[src/rtl/aso_multi.sv]
// Multi-channel amplitude-slope-operator spike detector: |x[n] - x[n-LAG]| against a shared
// threshold, with per-channel refractory windows counted in accepted samples.
module aso_multi #(
  parameter int unsigned NCH     = 4,
  parameter int unsigned WIDTH   = 16,
  parameter int unsigned LAG     = 3,
  parameter int unsigned REFRACT = 500
) (
  input  logic                       clk,
  input  logic                       rst_n,
  input  logic                       enable,
  input  logic                       in_valid,
  input  logic [NCH*WIDTH-1:0]       data_in,
  input  logic [WIDTH-1:0]           threshold_in,
  input  logic [1:0]                 mode,
  output logic                       spike_valid,
  output logic [NCH-1:0]             spike_detected,
  output logic [NCH-1:0]             in_refractory,
  output logic [NCH*(WIDTH+1)-1:0]   aso_out
);

  localparam int unsigned RcW   = $clog2(REFRACT + 1);
  localparam int unsigned WarmW = $clog2(LAG + 1);

  logic             accept;
  logic             warm;
  logic [WarmW-1:0] warm_q;
  logic             spike_valid_q;

  assign accept      = in_valid && enable;
  assign warm        = (warm_q == WarmW'(LAG));
  assign spike_valid = spike_valid_q;

  // Warm-up saturates once LAG samples sit in history.
  always_ff @(posedge clk) begin
    if (!rst_n) begin
      warm_q        <= '0;
      spike_valid_q <= 1'b0;
    end else if (!enable) begin
      warm_q        <= '0;
      spike_valid_q <= 1'b0;
    end else if (in_valid) begin
      spike_valid_q <= 1'b1;
      if (!warm) begin
        warm_q <= warm_q + WarmW'(1);
      end
    end else begin
      spike_valid_q <= 1'b0;
    end
  end

  for (genvar c = 0; c < NCH; c++) begin : g_ch
    logic signed [WIDTH-1:0] x;
    logic signed [WIDTH-1:0] hist_q [LAG];
    logic signed [WIDTH:0]   diff;
    logic        [WIDTH:0]   mag;
    logic        [WIDTH:0]   aso_q;
    logic        [RcW-1:0]   rc_q;
    logic                    hit;
    logic                    fire;
    logic                    det_q;

    assign x = data_in[c*WIDTH +: WIDTH];
    // One extra bit keeps the difference of two full-range samples exact.
    assign diff = {x[WIDTH-1], x} - {hist_q[LAG-1][WIDTH-1], hist_q[LAG-1]};

    always_comb begin
      mag = '0;
      unique case (mode)
        2'b01: if (!diff[WIDTH] && (diff != '0)) mag = diff;
        2'b10: if (diff[WIDTH]) mag = -diff;
        default: mag = diff[WIDTH] ? -diff : diff;
      endcase
    end

    assign hit  = mag > {1'b0, threshold_in};
    assign fire = accept && warm && hit && (rc_q == '0);

    always_ff @(posedge clk) begin
      if (!rst_n) begin
        hist_q <= '{default: '0};
        rc_q   <= '0;
        aso_q  <= '0;
        det_q  <= 1'b0;
      end else if (!enable) begin
        hist_q <= '{default: '0};
        rc_q   <= '0;
        det_q  <= 1'b0;
      end else if (in_valid) begin
        hist_q[0] <= x;
        for (int i = 1; i < LAG; i++) begin
          hist_q[i] <= hist_q[i-1];
        end
        aso_q <= mag;
        det_q <= fire;
        if (fire) begin
          rc_q <= RcW'(REFRACT);
        end else if (rc_q != '0) begin
          rc_q <= rc_q - RcW'(1);
        end
      end else begin
        det_q <= 1'b0;
      end
    end

    assign spike_detected[c]                  = det_q;
    assign in_refractory[c]                   = (rc_q != '0);
    assign aso_out[c*(WIDTH+1) +: (WIDTH+1)]  = aso_q;
  end

endmodule

[config.mk]
export PLATFORM = sky130hd
export DESIGN_NAME = aso_multi
export DESIGN_NICKNAME = d
export VERILOG_FILES = /design/src/rtl/aso_multi.sv
export SDC_FILE = /design/constraint.sdc
export NUM_CORES = 1
export LEC_CHECK = 0
export BUFFER_PORTS_ARGS = -buffer_cell sky130_fd_sc_hd__buf_4
export CAP_MARGIN = 30
export CORE_MARGIN = 3
export CORE_UTILIZATION = 35
export DETAILED_ROUTE_END_ITERATION = 8
export GPL_TIMING_DRIVEN = 0
export SLEW_MARGIN = 20
export SYNTH_ARGS = -nofsm -noshare
export SYNTH_HDL_FRONTEND = slang
export SYNTH_SLANG_ARGS = --single-unit
[constraint.sdc]
create_clock -name clk -period 13.66 [get_ports clk]
set_clock_uncertainty 0.1 [all_clocks]
set_input_delay 0 -clock clk [delete_from_list [all_inputs] [get_ports clk]]
set_output_delay 0 -clock clk [all_outputs]
set_load 0.03 [all_outputs]
## Word-level counts from Yosys, hierarchy flattened

Index checks and enable logic that the tools add are counted.

- Output and inout port bits: 77
- Bits in registers: 303

- Equality and inequality tests: 3
- Reduce and logical (&&, ||, !) cells: 42
- Muxes and demuxes: 25
- Order comparisons: 4
- $add $sub $neg: 13
- Bitwise operators: 1

Operator list:

| cell | number |
|---|---|
| $mux 17 | 12 |
| $pmux 17 s2 | 4 |
| $mux 9 | 8 |
| $gt 17x16->1 | 4 |
| $neg 17->17 | 4 |
| $reduce_bool 17->1 | 4 |
| $sub 16x16->17 | 4 |
| $logic_not 9->1 | 4 |
| $reduce_bool 9->1 | 4 |
| $sub 9x1->9 const B | 4 |
| $logic_and 1x1->1 | 14 |
| $reduce_and 2->1 | 7 |
| $reduce_bool 2->1 | 4 |
| $eq 2x2->1 const B | 2 |
| $logic_not 1->1 | 4 |
| $reduce_and 3->1 | 1 |
| $add 2x1->2 const B | 1 |
| $eq 2x1->1 const B | 1 |
| $mux 1 | 1 |
| $not 1->1 | 1 |

## Depth between registers and ports, before layout

Gate-level depths: netlist (run 1).

- Depth in word-level cells: 10
- Depth in mapped cells: 25
- Depth with buffers taken out: 23

## Least setup slack after synthesis (run 1)

Ideal clock, no wire load.

- Kind: register to register
- Start point: reg g_ch[3].hist_q[0] (netlist bit)
- End point: reg g_ch[3].rc_q[4]
- Stages on the path, launching flop included: 23
- Arrival: 4.930 ns
- Period minus slack after synthesis: 5.152 ns
- Slack: 8.508 ns
- Library setup time: 0.122 ns
- Path through: dfxtp_1 -> ha_1 -> fa_1 -> nor2b_1 -> o211ai_1 -> a21oi_1 -> a2111oi_0 -> a2111oi_0 -> nand4_1 -> o21ai_1 -> buf_2 -> nor2_1 -> ha_1 -> a21o_1 -> a21o_1 -> a21oi_1 -> a21o_1 -> a31oi_1 -> o31ai_1 -> o221a_2 -> clkbuf_1 -> nor2_1 -> a311o_1

- Cells in the longest elaborated chain, start to end: 10
- Elaborated cells between the ends (all ways): 15
- Classes of those cells: add/sub (2); order compare (1); mux (5); reduce/logical (7)

RTL lines:

| what | RTL line | RTL |
|---|---|---|
| start: declaration | 54 | `logic signed [WIDTH-1:0] hist_q [LAG];` |
| start signal: indexed assignment | 92 | `hist_q[i] <= hist_q[i-1];` |
| $sub 16x16->17 (*) | 65 | `assign diff = {x[WIDTH-1], x} - {hist_q[LAG-1][WIDTH-1], hist_q[LAG-1]};` |
| parallel branches: the longest is 3 deep, another holds $neg 17->17 | - |  |
| $pmux 17 s2 (*) | 69 | `unique case (mode)` |
| named net g_ch[3].mag[6] | 56 | `logic [WIDTH:0] mag;` |
| $gt 17x16->1 (*) | 76 | `assign hit = mag > {1'b0, threshold_in};` |
| $logic_and 1x1->1 (*) (2 in series) | 77 | `assign fire = accept && warm && hit && (rc_q == '0);` |
| $reduce_bool 2->1 (no line) | - |  |
| $reduce_and 2->1 (no line) | - |  |
| end signal: assignment | 97 | `rc_q <= RcW'(REFRACT);` |
| end signal: assignment | 99 | `rc_q <= rc_q - RcW'(1);` |
| end: declaration | 58 | `logic [RcW-1:0] rc_q;` |

Mark *: on every way through the listed nets, which the timed path passes.
A chain may end at the register's enable or synchronous reset.

## Worst setup path in the final report (run 1)

- Start point: reg g_ch[3].hist_q[4] (netlist bit)
- End point: reg g_ch[3].rc_q[4]

The elaborated chain is that of the path after synthesis.

==> results of run 1 <==
## placed cells by master (no fill, tap or decap), types with 17 or more instances in the layout
cell type / netlist / layout
a21o_1: 44 / 44
a21oi_1: 115 / 115
a31oi_1: 27 / 27
and2_1: 41 / 41
buf_1: 24 / 24
buf_4: 5 / 166
clkbuf_1: 73 / 78
clkbuf_16: 0 / 39
dfxtp_1: 303 / 303
dlygate4sd3_1: 0 / 66
ha_1: 143 / 143
inv_1: 127 / 127
mux2i_1: 201 / 201
nand2_1: 127 / 127
nand2b_1: 18 / 18
nand3_1: 73 / 73
nand4_1: 35 / 35
nor2_1: 337 / 337
nor3_1: 28 / 28
nor4_1: 17 / 17
o211ai_1: 20 / 20
o21a_1: 17 / 17
o21ai_0: 87 / 87
o31ai_1: 56 / 56
or2_2: 17 / 17
or3_1: 24 / 24
xnor2_1: 40 / 40
xor2_1: 40 / 40
## logic make-up after synthesis
| logic type | Yosys count | synth area share |
|---|---|---|
| muxes | 202 | 0.106 |
| buffers and inverters | 242 | 0.0500 |
| DFF | 303 | 0.319 |
| xor gates and xnor gates | 80 | 0.0369 |
| AOI/OAI and AO/OA | 520 | 0.192 |
| adders and majority gates | 147 | 0.0983 |
| and+or+nand+nor | 791 | 0.198 |
## through the flow
| step | power [uW] | hold slack [ps] | setup WS [ps] | cell area, um^2 |
|---|---|---|---|---|
| after global routing | 3200 | 154 | 6850 | 23000 |
| after detailed placement | 1970 | 163 | 7330 | 21100 |
| after CTS | 3050 | 87.4 | 7300 | 23000 |
| after floorplan | 1680 | 47.2 | 8510 | 19000 |
| final | 3040 | 125 | 7260 | 23000 |
| after global placement | 1950 | 148 | 7130 | 21100 |
## repair_timing
item                       4_1_cts  5_1_grt
hold buffers                    66        0
setup endpoints to repair        0        0
hold endpoints to repair        77        0
buffers inserted                 0        0
## worst paths after layout
path	from	to	cells after the start
max	g_ch[3].hist_q[4]$_SDFFE_PN0P_	g_ch[3].rc_q[4]$_SDFFE_PN0P_	23
min	rst_n	g_ch[1].rc_q[7]$_SDFFE_PN0P_	4
max reg2reg	g_ch[3].hist_q[4]$_SDFFE_PN0P_	g_ch[3].rc_q[4]$_SDFFE_PN0P_	23
min reg2reg	g_ch[0].rc_q[6]$_SDFFE_PN0P_	g_ch[0].rc_q[6]$_SDFFE_PN0P_	2
## metal layers
layer / GRT usage / vias to the layer above / share of wire
li1: - / 8737 / -
met1: 0.282 / 8280 / 0.45
met2: 0.338 / 599 / 0.43
met3: 0.0406 / 145 / 0.071
met4: 0.0973 / 0 / 0.048
met5: 0 / - / 0
## area by class of cell
type                    instances  area share
clock inverters                17      0.0109
well taps                     688      0.0374
inverters                     127      0.0207
repair buffers                229      0.0816
diodes                          1    0.000109
clock buffers                  47      0.0450
multi-input cells            1740       0.521
flip-flops and latches        303       0.263
plain buffers                 115      0.0205
## critical path, cell delays in order (launching register included)
cell      delay [ps]
dfxtp_1          330
inv_1             40
ha_1             250
buf_2            160
a21oi_1          220
nor2b_1          330
a21oi_1          150
o311ai_0         830
o21a_1           270
nand4_1          370
o21ai_1          360
buf_2            270
nor2_1            90
ha_1             310
a21o_1           160
a21o_1           170
a21oi_1          140
a21o_1           130
a31oi_1           80
o31ai_1          480
o221a_2          310
clkbuf_1         330
nor2_1           100
a311o_1          320
## where the power goes
group	switching, uW	total (uW)	internal, uW
registers	47.3	986	939
clock network	404	1060	651
logic	626	994	369
total	1080	3040	1960
## registers in the layout, summed over array words and instances, names as in the netlist
register,count
g_ch.hist_q,192
g_ch.aso_q,68
g_ch.rc_q,36
spike_valid,1
warm_q,2
g_ch.det_q,4
==> reports/metrics.cfg, run 1 <==
[clock_tree]
root_buffer=clkbuf_16
clock_sinks=303
cts_tree=built
cts_resized=0
cts.clk_slew.worst_paths_ps=60
h-tree-depth=2
cts.path.max_buffers=3
cts_made_buffers=38
clk_latency_ps=550

[worst_setup_path]
crit_arrival_ps=6740
crit_type=flop to flop
critPathRequiredTime_ps=14010
cp_max_fo=10
worstSetupStartpointType=flop
ff2ff_setup_slack_ps=7260
cp-end-kind=flop

[synth]
synth_top_area_share=0.319
synth_area_mm2=0.0190
synthDistinctLibCells=85
syn-instance-count=2285
ys_seq_area_frac=0.319
async_flop_share=0
yosys_most_used_dff=dfxtp_1
synth_commonest_cells=337 x nor2_1, 303 x dfxtp_1, 201 x mux2i_1
synthTopCellsByArea=dfxtp_1 32%, mux2i_1 11%, ha_1 9.4%
avgSynthCellArea_um2=8.32
yosysWarnings=0
ys_seq_elements=303
synth_top_cell_by_area=dfxtp_1
yosys.cell_count.top_type=nor2_1
syn_nets=2518
synth_edf_count=0

[flow_run]
drv_cap=0

[global_route]
grt_overflow=0
grt_pass1_wl_mm=95.6
grt_max_degree=14
gr-usage-all-layers=0.213
antenna_found_initial=1
grt_pass1_vias=16900

[min_path]
hold_path.class=input port to flop

[timing]
fin_crit_sh=0.468
final_hold_viol_count=0
slew_headroom=0.374
setup_tns_ps=0
slew_viol_final=0
rsz0062_at_grt=false
worst_slew_pin_slew_ps=927
finalSetupViolations=0
max_freq_mhz=156
period_minus_slack_ps=6400

[place]
dp.cells=3134
port_buffers=161
place.gp.congestion=0.904
hpwlAfterDp_mm=48.6

[floorplanning]
die_w_um=239
die_h_um=239
ios=163
initial_core_util=0.357
rows=84
core-area_mm2=0.0532
dieArea_mm2=0.0572

[layout]
area_growth_pct=21.2
multiInputGateArea_mm2=0.0120
n_fill_cell=5301
drive_above_1_share=0.111
design.final.nets=2787
instances_no_fill=3267
regArea_mm2=0.00607
final_util=0.433

[power_and_ir_drop]
max-vdd-ir-drop_uv=75.0
leakagePower_uw=0.00976
powerDensity_mw_per_mm2=132

[drt]
via_per_inst=5.44
post_drt_wl_per_cell_um=19.2
drc=0
antenna_left=0
drt-total-wl_mm=62.6
vias=17800
first_pass_iters=6
drtIter0Drc=1214

[run_status]
status=finished, final reports clean

No activity file was read; power rests on OpenSTA's default activity.
==> inputs of run 2 (changes only) <==
clock period = 6.55 ns   (was 13.66 ns; I/O delays follow)
==> run 2 against run 1 <==
Non-clock buffer count rose by 1. Combinational power up 110%. Sequential power increased by 110%. Wire length barely moved. Setup slack worse by 6700 ps. Clock power is 110% higher. Die area unchanged. Register-to-register slack got worse by 6700 ps. Hold slack got worse by 9.5 ps. Core utilization up 0.063 points. Sequential cell count unchanged. Critical endpoint is now g_ch[1].rc_q[6]$_SDFFE_PN0P_. Highest routed layer unchanged.
==> reports/metrics.cfg, run 2 (synthesized netlist as in run 1, its figures left out) <==
[run_status]
status=finished, final reports clean  ; unchanged

[worst_setup_path]
crit_type=flop to flop  ; unchanged
cp_max_fo=10  ; unchanged
critPathRequiredTime_ps=6940  ; was 14010 ps
crit_arrival_ps=6400  ; was 6740 ps
worstSetupStartpointType=flop  ; unchanged
cp-end-kind=flop  ; unchanged

[drt]
drt-total-wl_mm=62.6  ; about the same
via_per_inst=5.43  ; was 5.44
post_drt_wl_per_cell_um=19.2  ; about the same
drtIter0Drc=1240  ; was 1214
drc=0  ; unchanged
first_pass_iters=7  ; was 6
antenna_left=0  ; unchanged
vias=17800  ; about the same

[timing]
finalSetupViolations=0  ; unchanged
period_minus_slack_ps=6010  ; was 6400 ps
final_hold_viol_count=0  ; unchanged
slew_viol_final=0  ; unchanged
worst_hold_slack_ps=115  ; was 125 ps
max_freq_mhz=166  ; was 156 MHz
fin_crit_sh=0.917  ; was 0.468
slew_headroom=0.379  ; was 0.374
setup_tns_ps=0  ; unchanged
worst_slew_pin_slew_ps=932  ; was 927 ps
rsz0062_at_grt=false  ; unchanged

[clock_tree]
clk_latency_ps=550  ; about the same
h-tree-depth=2  ; unchanged
clock_sinks=303  ; unchanged
cts.clk_slew.worst_paths_ps=60  ; about the same
cts_tree=built  ; unchanged
root_buffer=clkbuf_16  ; unchanged
cts.path.max_buffers=3  ; unchanged
cts_made_buffers=38  ; unchanged

[place]
place_area_mm2=0.0211  ; unchanged
place.gp.congestion=0.904  ; unchanged
hpwlAfterDp_mm=48.6  ; unchanged
port_buffers=161  ; unchanged

[floorplanning]
die_w_um=239  ; unchanged
rows=84  ; unchanged
core-area_mm2=0.0532  ; unchanged
initial_core_util=0.357  ; unchanged
ios=163  ; unchanged
dieArea_mm2=0.0572  ; unchanged
die_h_um=239  ; unchanged

[layout]
final_util=0.434  ; was 0.433
largest_reg_flops=192  ; unchanged
n_fill_cell=5296  ; was 5301
mostFrequentLayoutCells=337 x nor2_1, 303 x dfxtp_1, 201 x mux2i_1  ; unchanged
drive_above_1_share=0.114  ; was 0.111
final_common_cell=nor2_1  ; unchanged
area_growth_pct=21.4  ; was 21.2%
top_register=g_ch.hist_q  ; unchanged
design.final.nets=2788  ; was 2787
final_area_mm2=0.0231  ; was 0.0230 mm^2
reg_top3=g_ch.hist_q x192, g_ch.aso_q x68, g_ch.rc_q x36  ; unchanged

[global_route]
grt_overflow=0  ; unchanged
use_met3=0.0406  ; unchanged
grt.met2_usage=0.338  ; unchanged
antenna_found_initial=1  ; unchanged
gr-usage-all-layers=0.213  ; unchanged
grt_pass1_vias=16900  ; unchanged
grt_max_degree=14  ; unchanged
grt.met1_usage=0.282  ; unchanged
grt_pass1_wl_mm=95.6  ; unchanged
busiest_layer=met2  ; unchanged

[power_and_ir_drop]
powerDensity_mw_per_mm2=274  ; was 132 mW/mm^2
max-vdd-ir-drop_uv=156  ; was 75.0 uV
leakagePower_uw=0.00977  ; was 0.00976 uW

[min_path]
hold_path.class=input port to flop  ; unchanged

[flow_run]
drv_cap=0  ; unchanged

## run 2: report_power, final
group	switching [uW]	leakage, uW	internal [uW]
clock network	843	0.000630	1360
logic	1310	0.00668	770
registers	99.0	0.00246	1960
total	2250	0.00977	4090
## run 2: worst paths after layout
check | from | endpoint | slack (ps) | cells after the start
max | g_ch[1].hist_q[8]$_SDFFE_PN0P_ | g_ch[1].rc_q[6]$_SDFFE_PN0P_ | 540 | 23
min | rst_n | g_ch[1].rc_q[7]$_SDFFE_PN0P_ | 120 | 4
max reg2reg | g_ch[1].hist_q[8]$_SDFFE_PN0P_ | g_ch[1].rc_q[6]$_SDFFE_PN0P_ | 540 | 23
min reg2reg | g_ch[0].rc_q[6]$_SDFFE_PN0P_ | g_ch[0].rc_q[6]$_SDFFE_PN0P_ | 380 | 2
## run 2: worst max-delay path: stages (launching register included)
cell and delay (ps):
dfxtp_1 340, inv_1 50, ha_1 350, a21oi_1 400
nand2_1 130, nor4_1 350, nor4_1 110, clkbuf_2 170
or4_4 560, nor3_4 400, nand3_1 230, a31oi_1 380
buf_4 240, nor2_1 70, ha_1 300, nand4_1 110
nor2_1 120, a211oi_1 60, o21ai_0 290, a22oi_1 130
a21boi_1 390, a21oi_1 200, a21oi_1 270, mux2i_1 190
## run 2: layer usage
metal  part of all wire  up-vias  routed length [um]
met3              0.064      124                4030
li1                   -     8750                   -
met2               0.43      539               27100
met1               0.46     8343               28600
met5                  0        -                   0
met4              0.045        0                2840
## run 2: cell type report
cell class                      instances  area [um^2]  share of cell area
Timing Repair Buffer                  230         1890              0.0818
Clock buffer                           47         1040              0.0449
Tap cell                              688          861              0.0373
Clock inverter                         17          251              0.0109
Sequential cell                       303         6070               0.263
Multi-Input combinational cell       1740        12000               0.521
Antenna cell                            1         2.50            0.000108
Inverter                              127          477              0.0207
Buffer                                115          473              0.0205
## run 2: repair_timing
action,in CTS,in global routing
setup buffers,0,1
hold endpoints to repair,77,0
endpoints found under the setup margin,0,10
hold buffers,66,0
gates resized for setup,0,7
## run 2: metrics by stage
stage	instances	worst slack, ps	power [uW]
finish	3268	541	6330
detailed placement	3134	221	4110
floorplan	2285	1400	3490
global route	3268	53.3	6680
global placement	3134	15.4	4070
CTS	3264	194	6370
